--- src/rtl/uart_oversampled_tx.sv ---
// Oversampled UART transmitter: 8N1 framing with optional parity and one or two stop bits.
// Every output (tx, tx_busy, tx_done) is a flop; bit timing counts sample_en strobes.
module uart_oversampled_tx #(
    parameter int OVER_SAMPL     = 16,
    parameter int OVER_SAMPL_BIT = 5,
    parameter int PARITY_EN      = 0,
    parameter int PARITY_ODD     = 0,
    parameter int STOP_BITS      = 1
) (
    input  logic       clk,
    input  logic       rst,
    input  logic       sample_en,
    input  logic       tx_start,
    input  logic [7:0] tx_data,
    output logic       tx,
    output logic       tx_busy,
    output logic       tx_done,
    output logic [2:0] state_dbg
);

    typedef enum logic [2:0] {
        IDLE   = 3'd0,
        START  = 3'd1,
        DATA   = 3'd2,
        PARITY = 3'd3,
        STOP   = 3'd4
    } state_t;

    localparam logic [OVER_SAMPL_BIT-1:0] TICK_LAST = OVER_SAMPL_BIT'(OVER_SAMPL - 1);
    localparam logic [2:0]                STOP_LAST = 3'(STOP_BITS - 1);

    state_t                    state_q, state_d;
    logic [OVER_SAMPL_BIT-1:0] tick_q, tick_d;
    logic [2:0]                bit_q, bit_d;
    logic [8:0]                sh_q, sh_d;
    logic                      tx_q, tx_d;
    logic                      busy_q, busy_d;
    logic                      done_q, done_d;
    logic                      bit_end;
    logic                      par;

    // Handshake: tx_start is a request sampled only while tx_busy=0 (including
    // the tx_done cycle); while tx_busy=1 it is ignored and tx_data is not read.
    always_comb begin
        state_d = state_q;
        tick_d  = tick_q;
        bit_d   = bit_q;
        sh_d    = sh_q;
        tx_d    = tx_q;
        busy_d  = busy_q;
        done_d  = 1'b0;
        bit_end = sample_en && (tick_q == TICK_LAST);
        par     = (^tx_data) ^ (PARITY_ODD != 0);

        if (state_q != IDLE && sample_en) begin
            tick_d = bit_end ? '0 : tick_q + 1'b1;
        end

        case (state_q)
            IDLE: begin
                tx_d   = 1'b1;
                busy_d = 1'b0;
                if (tx_start) begin
                    sh_d    = {par, tx_data};
                    tick_d  = '0;
                    bit_d   = 3'd0;
                    tx_d    = 1'b0;
                    busy_d  = 1'b1;
                    state_d = START;
                end
            end
            START: begin
                if (bit_end) begin
                    tx_d    = sh_q[0];
                    bit_d   = 3'd0;
                    state_d = DATA;
                end
            end
            DATA: begin
                // The shifter drops sent bits so the next one (data or parity) sits at [1].
                if (bit_end) begin
                    sh_d = {1'b1, sh_q[8:1]};
                    if (bit_q == 3'd7) begin
                        bit_d = 3'd0;
                        if (PARITY_EN != 0) begin
                            tx_d    = sh_q[1];
                            state_d = PARITY;
                        end else begin
                            tx_d    = 1'b1;
                            state_d = STOP;
                        end
                    end else begin
                        bit_d = bit_q + 3'd1;
                        tx_d  = sh_q[1];
                    end
                end
            end
            PARITY: begin
                if (bit_end) begin
                    tx_d    = 1'b1;
                    bit_d   = 3'd0;
                    state_d = STOP;
                end
            end
            STOP: begin
                if (bit_end) begin
                    if (bit_q == STOP_LAST) begin
                        bit_d   = 3'd0;
                        busy_d  = 1'b0;
                        done_d  = 1'b1;
                        tx_d    = 1'b1;
                        state_d = IDLE;
                    end else begin
                        bit_d = bit_q + 3'd1;
                    end
                end
            end
            default: begin
                tx_d    = 1'b1;
                busy_d  = 1'b0;
                state_d = IDLE;
            end
        endcase
    end

    always_ff @(posedge clk) begin
        if (!rst) begin
            state_q <= IDLE;
            tick_q  <= '0;
            bit_q   <= 3'd0;
            sh_q    <= '1;
            tx_q    <= 1'b1;
            busy_q  <= 1'b0;
            done_q  <= 1'b0;
        end else begin
            state_q <= state_d;
            tick_q  <= tick_d;
            bit_q   <= bit_d;
            sh_q    <= sh_d;
            tx_q    <= tx_d;
            busy_q  <= busy_d;
            done_q  <= done_d;
        end
    end

    assign tx        = tx_q;
    assign tx_busy   = busy_q;
    assign tx_done   = done_q;
    assign state_dbg = state_q;

endmodule

--- config.mk ---
export PLATFORM = sky130hd
export DESIGN_NAME = uart_oversampled_tx
export DESIGN_NICKNAME = d
export VERILOG_FILES = /design/src/rtl/uart_oversampled_tx.sv
export SDC_FILE = /design/constraint.sdc
export NUM_CORES = 1
export LEC_CHECK = 0
export ABC_AREA = 1
export ABC_CLOCK_PERIOD_IN_PS = 1400
export CAP_MARGIN = 15
export CELL_PAD_IN_SITES_DETAIL_PLACEMENT = 1
export CELL_PAD_IN_SITES_GLOBAL_PLACEMENT = 2
export CORE_AREA = 8 8 76 92
export CTS_CLUSTER_DIAMETER = 50
export DETAILED_ROUTE_END_ITERATION = 10
export DIE_AREA = 0 0 84 100
export PLACE_DENSITY_LB_ADDON = 0.05
export SLEW_MARGIN = 20
export SYNTH_ARGS = -nofsm -noshare
export SYNTH_HDL_FRONTEND = slang
export SYNTH_SLANG_ARGS = --single-unit
--- constraint.sdc ---
create_clock -name clk -period 1.4 [get_ports clk]
set_clock_uncertainty 0.2 [all_clocks]
set_input_delay 0.28 -clock clk [delete_from_list [all_inputs] [get_ports clk]]
set_output_delay 0.28 -clock clk [all_outputs]
set_load 0.1 [all_outputs]
# Word-level counts from Yosys, hierarchy flattened
# Cells that the tools add are included.
# totals
in_bits	12
register_bits	23
word_cells	75
out_inout_bits	6
# classes
reduce_logical	16
mux	35
add_sub_neg	2
eq_ne	14
bitwise	1
# ops
cell	n
two-way mux 3 bit	13
two-way mux 5 bit	4
two-way mux 9 bit	2
case mux 9 bit (2 select lines)	1
case mux 3 bit (5 select lines)	1
inequality test 2 bit (second input constant)	7
case mux 3 bit (4 select lines)	1
two-way mux 1 bit	11
AND reduction 5 bit	2
AND reduction 3 bit	3
parity 8 bit	1
AND reduction 7 bit	1
equality test 3 x 2 -> 1 bit (second input constant)	2
equality test 3 bit (second input constant)	2
zero test 3 bit	2
adder 5 x 1 -> 5 bit (second input constant)	1
equality test 5 x 4 -> 1 bit (second input constant)	1
case mux 1 bit (5 select lines)	1
nonzero test 4 bit	1
adder 3 x 1 -> 3 bit (second input constant)	1
equality test 3 x 1 -> 1 bit (second input constant)	1
case mux 1 bit (3 select lines)	1
nonzero test 3 bit	1
OR reduction 3 bit	1
5 further kinds	6

# Longest topological paths before layout
# logic_depth
depth_word	6
depth_mapped	10
ltp_nobuf	10

# Least setup slack after synthesis
# No wires, ideal clock.
# synth_timing
path_type	flip-flop to flip-flop
start	register state_q[2], in the netlist state_dbg[2]
end	register tx_q, in the netlist tx
setup_time_ps	117
path_stages_with_launch	8
path_buffers	0
required_ps	1083
setup_slack_ps	-785
arrival_time_ps	1869
synth_period_minus_slack_ps	2185
cell_sequence	dfxtp_1 -> inv_1 -> nand2_1 -> nor2_1 -> a21oi_1 -> nand3_1 -> nand3_1 -> nand2_1
# synth_via
elab_chain_len	3
elab_cells_between_ends	12
classes_between	9 x eq/ne; 1 x mux; 2 x reduce/logical
# synth_rtl
element	line_no	rtl
start, declared	32	state_t state_q, state_d;
start signal, assigned	136	state_q <= state_d;
equality test 3 bit, or another cell as far along	59	case (state_q)
inequality test 2 bit (no source line)	--	
AND reduction 5 bit (no source line)	--	
end signal, assigned	140	tx_q <= tx_d;
end, declared	36	logic tx_q, tx_d;
# Several ways; a longest one is shown, not always the timed one.
# A chain may end at the register's enable or synchronous reset.

# Final worst setup path
# layout_timing
start	input port sample_en
end	register sh_q[0]
# layout_via
elab_chain_len	3
# layout_rtl
element	line_no	rtl
start, declared	12	input logic sample_en,
logical AND 1 bit	52	bit_end = sample_en && (tick_q == TICK_LAST);
inequality test 2 bit (no source line)	--	
AND reduction 3 bit (no source line)	--	
end signal, assigned	131	sh_q <= '1;
end signal, assigned	139	sh_q <= sh_d;
end, declared	35	logic [8:0] sh_q, sh_d;
# No other way between the ends.

==> reports/metrics.cfg <==
[pwr]
combPwrFrac_pct=66.1
power_density_nw_per_um2=1919
p_int_mw=2.301
p_seq_share_pct=24.0
power_mw=4.481
vdd_drop_max_mv=0.6402
switching_share_pct=48.64
p_switching_mw=2.180
p_leak_nw=1.122
clkPwrFrac_pct=9.9

[die]
core_um2=5518
floorplan.rows=30
fp.dieW_um=84
dieArea_um2=8400
initial_core_util_pct=26.19
io_pins=18
fp.dieH_um=100

[cells_and_area]
num-fill-cells=691
insertedDiodeCount=0
finalNetCount=289
final_common_cell=nand2_1
area.growth.synth_to_final_pct=61.56
final_cell_mix=60 x nand2_1, 38 x buf_4, 27 x inv_1
finalInstanceArea_um2=2335
layout-drive-gt1-share_pct=44.49

[setup_path]
setup.worst_path.start_class=input port
crit_chain=clkdlybuf4s50_1, nand2_1, inv_1, nand2_4, o21ai_4, buf_6, inv_6, nand2_4, nand3_2
crit_family=buffers and inverters
max_stage_delay_ns=0.50
cp.required_ns=1.36
crit_fanout=8
slowest_stage=clkdlybuf4s50_1
cpMostUsedCell=nand2_4
crit_arrival_ns=1.60
crit_type=input port to flip-flop
endpoint_kind=flip-flop
worst-path-buf-inv=4

[detailed_routing]
first_pass_iters=3
wl_per_cell_um=13.90
vias=1543
viasPerCell=4.592
ant_nets=0
drc_errors=0
drtIter0Drc=32
drt_wl_total_um=4671

[logic_synthesis]
syn_nets=226
synth_cell_types=28
synth-seq-cells=23
ys.flop_type=dfxtp_1
syn_inst=210
async_flop_share_pct=0
synth_edf_count=0
yosysSeqAreaShare_pct=31.86
synth_top_area_share_pct=31.86
yosysTopAreaCell=dfxtp_1
ys_warn_count=0
syn_area_um2=1445
avgSynthCellArea_um2=6.882
synth_area_leaders=dfxtp_1 32%, nand2_1 18%, inv_1 7.0%

[sta]
tightest_slew_ns=0.2256
fin_ws_ns=-0.2387
finalCritPeriodShare_pct=117.1
period_needed_ns=1.639
drv_slew=0
whs_ns=0.2642
rsz0062_at_grt=yes
finalSetupViolations=22
finalHoldViolations=0
max_freq_mhz=610.2
setup_tns_ns=-3.654
max-slew-margin-rel_pct=84.83

[worst_hold_path]
hp-class=flip-flop to flip-flop

[placed_design]
place_area_um2=2018
dp_hpwl_um=3559
port_buffers=17
gp_congestion=0.7966

[global_route]
grt_pass1_vias=1702
antenna_found_initial=0
grt_max_degree=15
track_usage_pct=11.13
grt_pass1_wl_um=7790
grt_overflow=0

[run_status]
status=finished, violations left
failed_checks=negative setup slack

[clock_tree]
cts_hold_buf=0
clkLatencyLatePin_ns=0.27
cts_tree=yes
clockBufferDepth=2
clock-root-buffer=clkbuf_8
htree_num_levels=1
cts_buffers=3
cts_sinks=23
clkTransAtPathRegs_ns=0.09

[run]
maxCapViolations=0

[cell usage after synthesis, types with 2 or more instances]
| cell type | n |
|---|---|
| nand2_1 | 68 |
| inv_1 | 27 |
| dfxtp_1 | 23 |
| nand3_1 | 18 |
| nor2_1 | 16 |
| a21oi_1 | 10 |
| o211ai_2 | 8 |
| inv_2 | 5 |
| nand2_2 | 5 |
| ha_1 | 4 |
| nand2_4 | 3 |
| nand3_2 | 3 |
| o21ai_0 | 3 |
| nor2_4 | 2 |
| xnor2_1 | 2 |
[cell type report]
class                      instances  area (um2)  share of cell area (%)
multi-input combinational        151       997.2                   42.71
timing repair buffer              62       594.3                   25.46
sequential                        23       481.7                   20.63
inverter                          32       135.1                   5.788
tap                               64       80.08                   3.430
clock buffer                       3       41.29                   1.768
clock inverter                     1       5.005                  0.2144
[logic make-up after synthesis]
| family | synth area share, % |
|---|---|
| compound gates | 14.81 |
| flops | 31.86 |
| buf+inv | 10.48 |
| fa+ha+maj | 3.463 |
| xor+xnor | 1.212 |
| simple gates | 38.18 |
[tightest hold or removal path: stages, from the launching register on]
cell	delay [ns]
dfxtp_1	0.31
inv_1	0.07
a311oi_1	0.05
[repair_timing]
item,CTS,global route
gates resized for setup,20,37
setup endpoints to repair,25,26
buffers inserted,6,6
pin swaps,10,10
gates cloned,1,0
[through the flow]
stage | utilization (%) | cells | setup WS, ns
floorplan | - | 210 | -0.1734
global placement | 36.58 | 322 | -0.4206
detailed placement | 36.58 | 322 | -0.5019
CTS | 40.05 | 333 | -0.2380
global route | 42.31 | 336 | -0.2854
finish | 42.31 | 336 | -0.2387
[power groups by stage]
stage	Combinational (mW)	Clock, mW	Sequential (mW)
after CTS	2.74	0.461	1.05
after global placement	2.38	0	1.04
after global routing	3.22	0.479	1.11
final	2.96	0.442	1.08
after floorplan	1.17	0	1.39
after detailed placement	2.45	0	1.04
[sequential cells by signal, summed over array words and instances, names as in the netlist]
| signal | count |
|---|---|
| sh_q | 9 |
| tick_q | 5 |
| bit_q | 3 |
| state_dbg | 3 |
| tx | 1 |
| tx_busy | 1 |
| tx_done | 1 |
[metal layers]
layer  wire, um  GRT usage (%)  vias up
met5          0              0        -
met4         76          4.261        0
met3        108          1.864        8
met2       2693          21.65       20
met1       1793          11.43      728
li1           -              -      787
[path summary, 6_finish.rpt]
path | start | to | slack, ns | depth (start not counted)
worst max-delay path | sample_en | sh_q[0]$_SDFFE_PN1P_ | -0.24 | 9
worst min-delay path | tick_q[4]$_SDFF_PN0_ | tick_q[4]$_SDFF_PN0_ | 0.26 | 2
worst min register to register | tick_q[4]$_SDFF_PN0_ | tick_q[4]$_SDFF_PN0_ | 0.26 | 2
worst max register to register | tick_q[0]$_SDFF_PN0_ | sh_q[0]$_SDFFE_PN1P_ | -0.22 | 9
Note: power is estimated with default switching activity, not from simulation.
